## src/rtl/string_loader_pkg.sv

```systemverilog
// rtl/string_loader_pkg.sv - shared constants and FSM state type for the string loader
package string_loader_pkg;

    localparam int CW     = 7;
    localparam int NCHARS = 11;
    localparam int STRW   = NCHARS * CW;

    // A NUL character marks end of string downstream, so it is never staged.
    localparam logic [CW-1:0] ASCII_NUL = '0;

    typedef enum logic [1:0] {
        IDLE,
        LOCK,
        PUB
    } state_t;

endpackage

```

## src/rtl/string_loader_lockout_timer.sv

```systemverilog
// rtl/string_loader_lockout_timer.sv - down-counter spacing successive publish strobes
//
// Ports:
//   clk, rst  - clock, synchronous active-high reset
//   load      - reload the counter with LOCK_CYC-1
//   zero      - counter has reached zero (it holds there until reloaded)
module lockout_timer #(
    parameter int LOCK_CYC = 4096
) (
    input  logic clk,
    input  logic rst,
    input  logic load,
    output logic zero
);

    localparam int W = $clog2(LOCK_CYC);
    localparam logic [W-1:0] RELOAD = W'(LOCK_CYC - 1);

    logic [W-1:0] cnt;

    always_ff @(posedge clk) begin
        if (rst) begin
            cnt <= '0;
        end else if (load) begin
            cnt <= RELOAD;
        end else if (cnt != '0) begin
            cnt <= cnt - W'(1);
        end
    end

    assign zero = (cnt == '0);

endmodule

```

## src/rtl/string_loader.sv

```systemverilog
// rtl/string_loader.sv - staging buffer for LCD characters with rate-limited publish
//
// Ports:
//   clk, rst              - clock, synchronous active-high reset
//   char_valid/char_in    - character offer; transfer when char_valid && char_ready
//   char_ready            - a free slot exists
//   backspace/clear       - staging edits (clear wins over backspace wins over char)
//   commit                - request to publish the staging buffer
//   String                - published string, slot 0 in the MSBs, zero padded
//   change                - one-cycle strobe in the cycle String takes a new value
//   count                 - number of staged characters
//   pend                  - a commit is waiting for the lockout to expire
module string_loader #(
    parameter int NCHARS   = string_loader_pkg::NCHARS,
    parameter int CW       = string_loader_pkg::CW,
    parameter int LOCK_CYC = 4096
) (
    input  logic                       clk,
    input  logic                       rst,
    input  logic                       char_valid,
    input  logic [CW-1:0]              char_in,
    output logic                       char_ready,
    input  logic                       backspace,
    input  logic                       clear,
    input  logic                       commit,
    output logic [NCHARS*CW-1:0]       String,
    output logic                       change,
    output logic [$clog2(NCHARS+1)-1:0] count,
    output logic                       pend
);

    import string_loader_pkg::*;

    localparam int CNT_W = $clog2(NCHARS + 1);
    localparam logic [CNT_W-1:0] FULL = CNT_W'(NCHARS);

    // Ascending slot range so the packed vector puts slot 0 in the MSBs.
    logic [0:NCHARS-1][CW-1:0] slots;

    state_t state, state_n;
    logic   do_pub;
    logic   set_pend;
    logic   lock_zero;

    assign char_ready = (count < FULL);

    always_ff @(posedge clk) begin
        if (rst) begin
            slots <= '0;
            count <= '0;
        end else if (clear) begin
            slots <= '0;
            count <= '0;
        end else if (backspace) begin
            if (count != '0) begin
                slots[count - CNT_W'(1)] <= '0;
                count                    <= count - CNT_W'(1);
            end
        end else if (char_valid && char_ready && (char_in != CW'(ASCII_NUL))) begin
            slots[count] <= char_in;
            count        <= count + CNT_W'(1);
        end
    end

    // The publish decision happens on the LOCK exit cycle itself, so the
    // strobe lands exactly LOCK_CYC cycles after the previous one; PUB is the
    // cycle in which that strobe is visible. A commit arriving on the very
    // cycle the timer hits zero is published rather than parked.
    always_comb begin
        state_n  = state;
        do_pub   = 1'b0;
        set_pend = 1'b0;
        case (state)
            IDLE: begin
                if (commit) begin
                    do_pub  = 1'b1;
                    state_n = LOCK;
                end
            end
            LOCK: begin
                if (lock_zero) begin
                    if (pend || commit) begin
                        do_pub  = 1'b1;
                        state_n = PUB;
                    end else begin
                        state_n = IDLE;
                    end
                end else begin
                    set_pend = commit;
                end
            end
            PUB: begin
                set_pend = commit;
                state_n  = LOCK;
            end
            default: state_n = IDLE;
        endcase
    end

    always_ff @(posedge clk) begin
        if (rst) begin
            state  <= IDLE;
            String <= '0;
            change <= 1'b0;
            pend   <= 1'b0;
        end else begin
            state  <= state_n;
            change <= do_pub;
            if (do_pub) begin
                String <= slots;
            end
            if (do_pub) begin
                pend <= 1'b0;
            end else if (set_pend) begin
                pend <= 1'b1;
            end
        end
    end

    lockout_timer #(
        .LOCK_CYC(LOCK_CYC)
    ) u_lockout_timer (
        .clk (clk),
        .rst (rst),
        .load(do_pub),
        .zero(lock_zero)
    );

endmodule

```

## config.mk

```make
export PLATFORM = sky130hd
export DESIGN_NAME = string_loader
export DESIGN_NICKNAME = d
export VERILOG_FILES = /design/src/rtl/string_loader_pkg.sv /design/src/rtl/string_loader_lockout_timer.sv /design/src/rtl/string_loader.sv
export SDC_FILE = /design/constraint.sdc
export NUM_CORES = 1
export LEC_CHECK = 0
export ABC_CLOCK_PERIOD_IN_PS = 4100
export CORE_ASPECT_RATIO = 0.9
export CORE_MARGIN = 3
export CORE_UTILIZATION = 25
export DETAILED_ROUTE_END_ITERATION = 10
export HOLD_SLACK_MARGIN = 0.08
export PLACE_DENSITY = 0.48
export SLEW_MARGIN = 20
export SYNTH_ARGS = -nofsm -noshare
export SYNTH_HDL_FRONTEND = slang
export SYNTH_HIERARCHICAL = 1
export SYNTH_SLANG_ARGS = --single-unit
```

## constraint.sdc

```tcl
create_clock -name clk -period 4.1 [get_ports clk]
set_input_delay 1.23 -clock clk [delete_from_list [all_inputs] [get_ports clk]]
set_output_delay 1.23 -clock clk [all_outputs]
set_load 0.005 [all_outputs]
```

==> reports/results.txt <==
Status: finished, final reports clean
ANT nets after route: 0
Vias: 5999
Most common cell after layout, fill and taps aside: nand2_1
Adder-Cell Fraction of Synth Area: 0.02262
Simple-gate area share of the yosys netlist: 0.1961
H-tree level count: 4
Rows: 58
CTS Buffer Depth: 2
Async set or reset register ratio after synthesis: 0
Layout area overhead: 26.14%
Worst reg-to-reg setup slack: 1.25 ns
Max-cap violation count: 0
Sw Pwr: 0.001014 W
Global route overflow: 0
Synth Area in Compound Gates: 0.2330
Core Footprint: 0.02816 mm2
Largest family of logic cells by synthesized area: compound AO/OA/AOI/OAI gates
RD Place Congestion: 0.8156
Drc violations: 0
IO buf count: 96
Wire per inst: 16.47 um
Die span in x: 184.8 um
Sequential share of power: 0.453
Arrival time worst endpoint: 2.32 ns
Synth warn: 6
Most frequent cells in the layout: nand2_1, dfxtp_1, clkdlybuf4s50_1
FF-to-FF Start: count[0]
HPWL after DPL: 13770 um
Hold Crit Class: reg -> reg
Synthesized instance count: 801
Overall die height: 166.9 um
Critical Path Fanout Max: 11
EDFF count, synth: 0
Final setup vio count: 0
Xor-xnor portion of the synthesized cell area: 0.004872
Synth Flop Type: dfxtp_1
Fin. Hold Viols: 0
Largest net degree at the start of global routing: 94
Setup TNS: 0 ns
Clock root buffer: clkbuf_16
Netlist cell types: 74
Worst hold margin: 0.4521 ns
Clock slew at reported path FFs: 0.07 ns
Initial antenna violation count: 0
Crit. Startpoint: count[0]
Min-delay src: String[54]
Slew @ Worst Pin: 1.049 ns
Die area: 0.03084 mm2
PD cells: 425.8 mW/mm2
Final net count: 899
Max frequency: 281.8 MHz
Initial core utilization: 0.2554
Fin crit period: 3.549 ns
Layout cells sized above 1: 0.08691
P_int: 0.002848 W
Routed wire length: 20520 um
DR pass1 iterations: 5
Syn_area_per_cell: 8.977 um2
Worst Path Required: 2.87 ns
Vias in the first global route: 5708
CTS buffer count: 17
Pins Over Slew Limit: 0
Top post-synthesis cells by area: dfxtp_1, nand2_1, a21oi_1
I/O pin count: 97
Number of diodes: 0
Post-CTS Setup Bufs: 0
Clk Latency, worst-skew pair: 0.43 ns
CTS sink count: 174
VDD IR max: 273.9 uV
DR vias/cell: 4.815
Switch share: 0.2625
Leakage: 3.030 nW
Mapped cell area: 0.007191 mm2
Multiplexer share of the synthesized area: 0.004350
CP Launch Type: flop
Clock power share: 0.445
Resized cells post-CTS: 0
Skew final: 0.01493 ns
DR iter-0 viols: 499
Total GRT Usage: 0.1344
Final period utilization: 0.8656
RSZ-0062 raised after global routing: no
CTS Hold Buffers Added: 0
Worst setup EP type: output port
CTS tree: done
Sequential share of the synthesized area: 0.4844
FF+latch count, synth: 174
First-pass GRT wire length: 32880 um
Crit path kind: reg -> out
Combinational share of power: 0.103
Largest area contributor in the netlist: dfxtp_1
Syn nets: 827
Post-synth top area share: 0.4844
Slew headroom: 0.3010
worst max-delay path: stages, from the launching register on:
cell,delay [ns]
dfxtp_1,0.56
ha_1,0.37
o21a_1,0.34
inv_1,0.15
clkdlybuf4s50_1,0.46
cells in the mapped netlist, types with 7 or more instances:
cell and instances:
a21oi_1 91, a22o_1 49, and2_1 7, buf_2 17, clkbuf_1 31, dfxtp_1 174
ha_1 13, inv_1 33, nand2_1 176, nand3_1 16, nor2_1 12, nor3_1 9
o2111ai_1 7, o211ai_1 7, o21ai_0 13, o22ai_1 15, or3_1 8
final cells by class:
cell class / instances / area [um2]
fillers: 2947 / 19090
flip-flops and latches: 174 / 3483
multi-input cells: 536 / 3326
repair buffers: 109 / 1054
clock buffers: 19 / 452.9
well taps: 360 / 450.4
clock inverters: 13 / 172.7
inverters: 35 / 131.4
per-stage QoR:
stage | total power (W) | instances | instance area (um2) | utilization | worst slack (ns)
floorplan | 0.002065 | 801 | 7191 | - | 0.9561
global placement | 0.002185 | 1214 | 8444 | 0.2999 | 0.4753
detailed placement | 0.002184 | 1214 | 8444 | 0.2999 | 0.5116
CTS | 0.003904 | 1246 | 9070 | 0.3221 | 0.5530
global route | 0.004026 | 1246 | 9070 | 0.3221 | 0.4027
finish | 0.003862 | 1246 | 9070 | 0.3221 | 0.5512
layer usage:
metal  GRT usage  share of wire  wire (um)
met5           0              0          0
met4     0.04371          0.014        286
met3     0.03298          0.060       1224
met2      0.1964           0.43       8855
met1      0.1936           0.49      10160
registers in the layout (all words and copies together), names as in the netlist:
signal               count
String                  77
pend                     1
u_lockout_timer/cnt     12
slots                   77
state                    2
count                    4
change                   1
path summary, 6_finish.rpt:
path | endpoint | cells after the start
setup / recovery | char_ready | 4
hold / removal | String[54] | 2
setup reg to reg | count[2] | 6
hold reg to reg | String[54] | 2
cell families after synthesis:
family,after synthesis
buf+inv,91
xor+xnor,4
mux,3
flops,174
fa+ha+maj,13
simple gates,287
compound gates,229
power by group through the flow:
| stage | sequential, W | combinational, W | clock, W |
|---|---|---|---|
| 6_report | 0.00175 | 0.000396 | 0.00172 |
| 5_1_grt | 0.00175 | 0.000439 | 0.00183 |
| 4_1_cts | 0.00175 | 0.000399 | 0.00176 |
| 3_3_place_gp | 0.00179 | 0.000398 | 0 |
| 2_1_floorplan | 0.00178 | 0.000286 | 0 |
| 3_5_place_dp | 0.00179 | 0.000397 | 0 |
No activity file was read; power rests on OpenSTA's default activity.
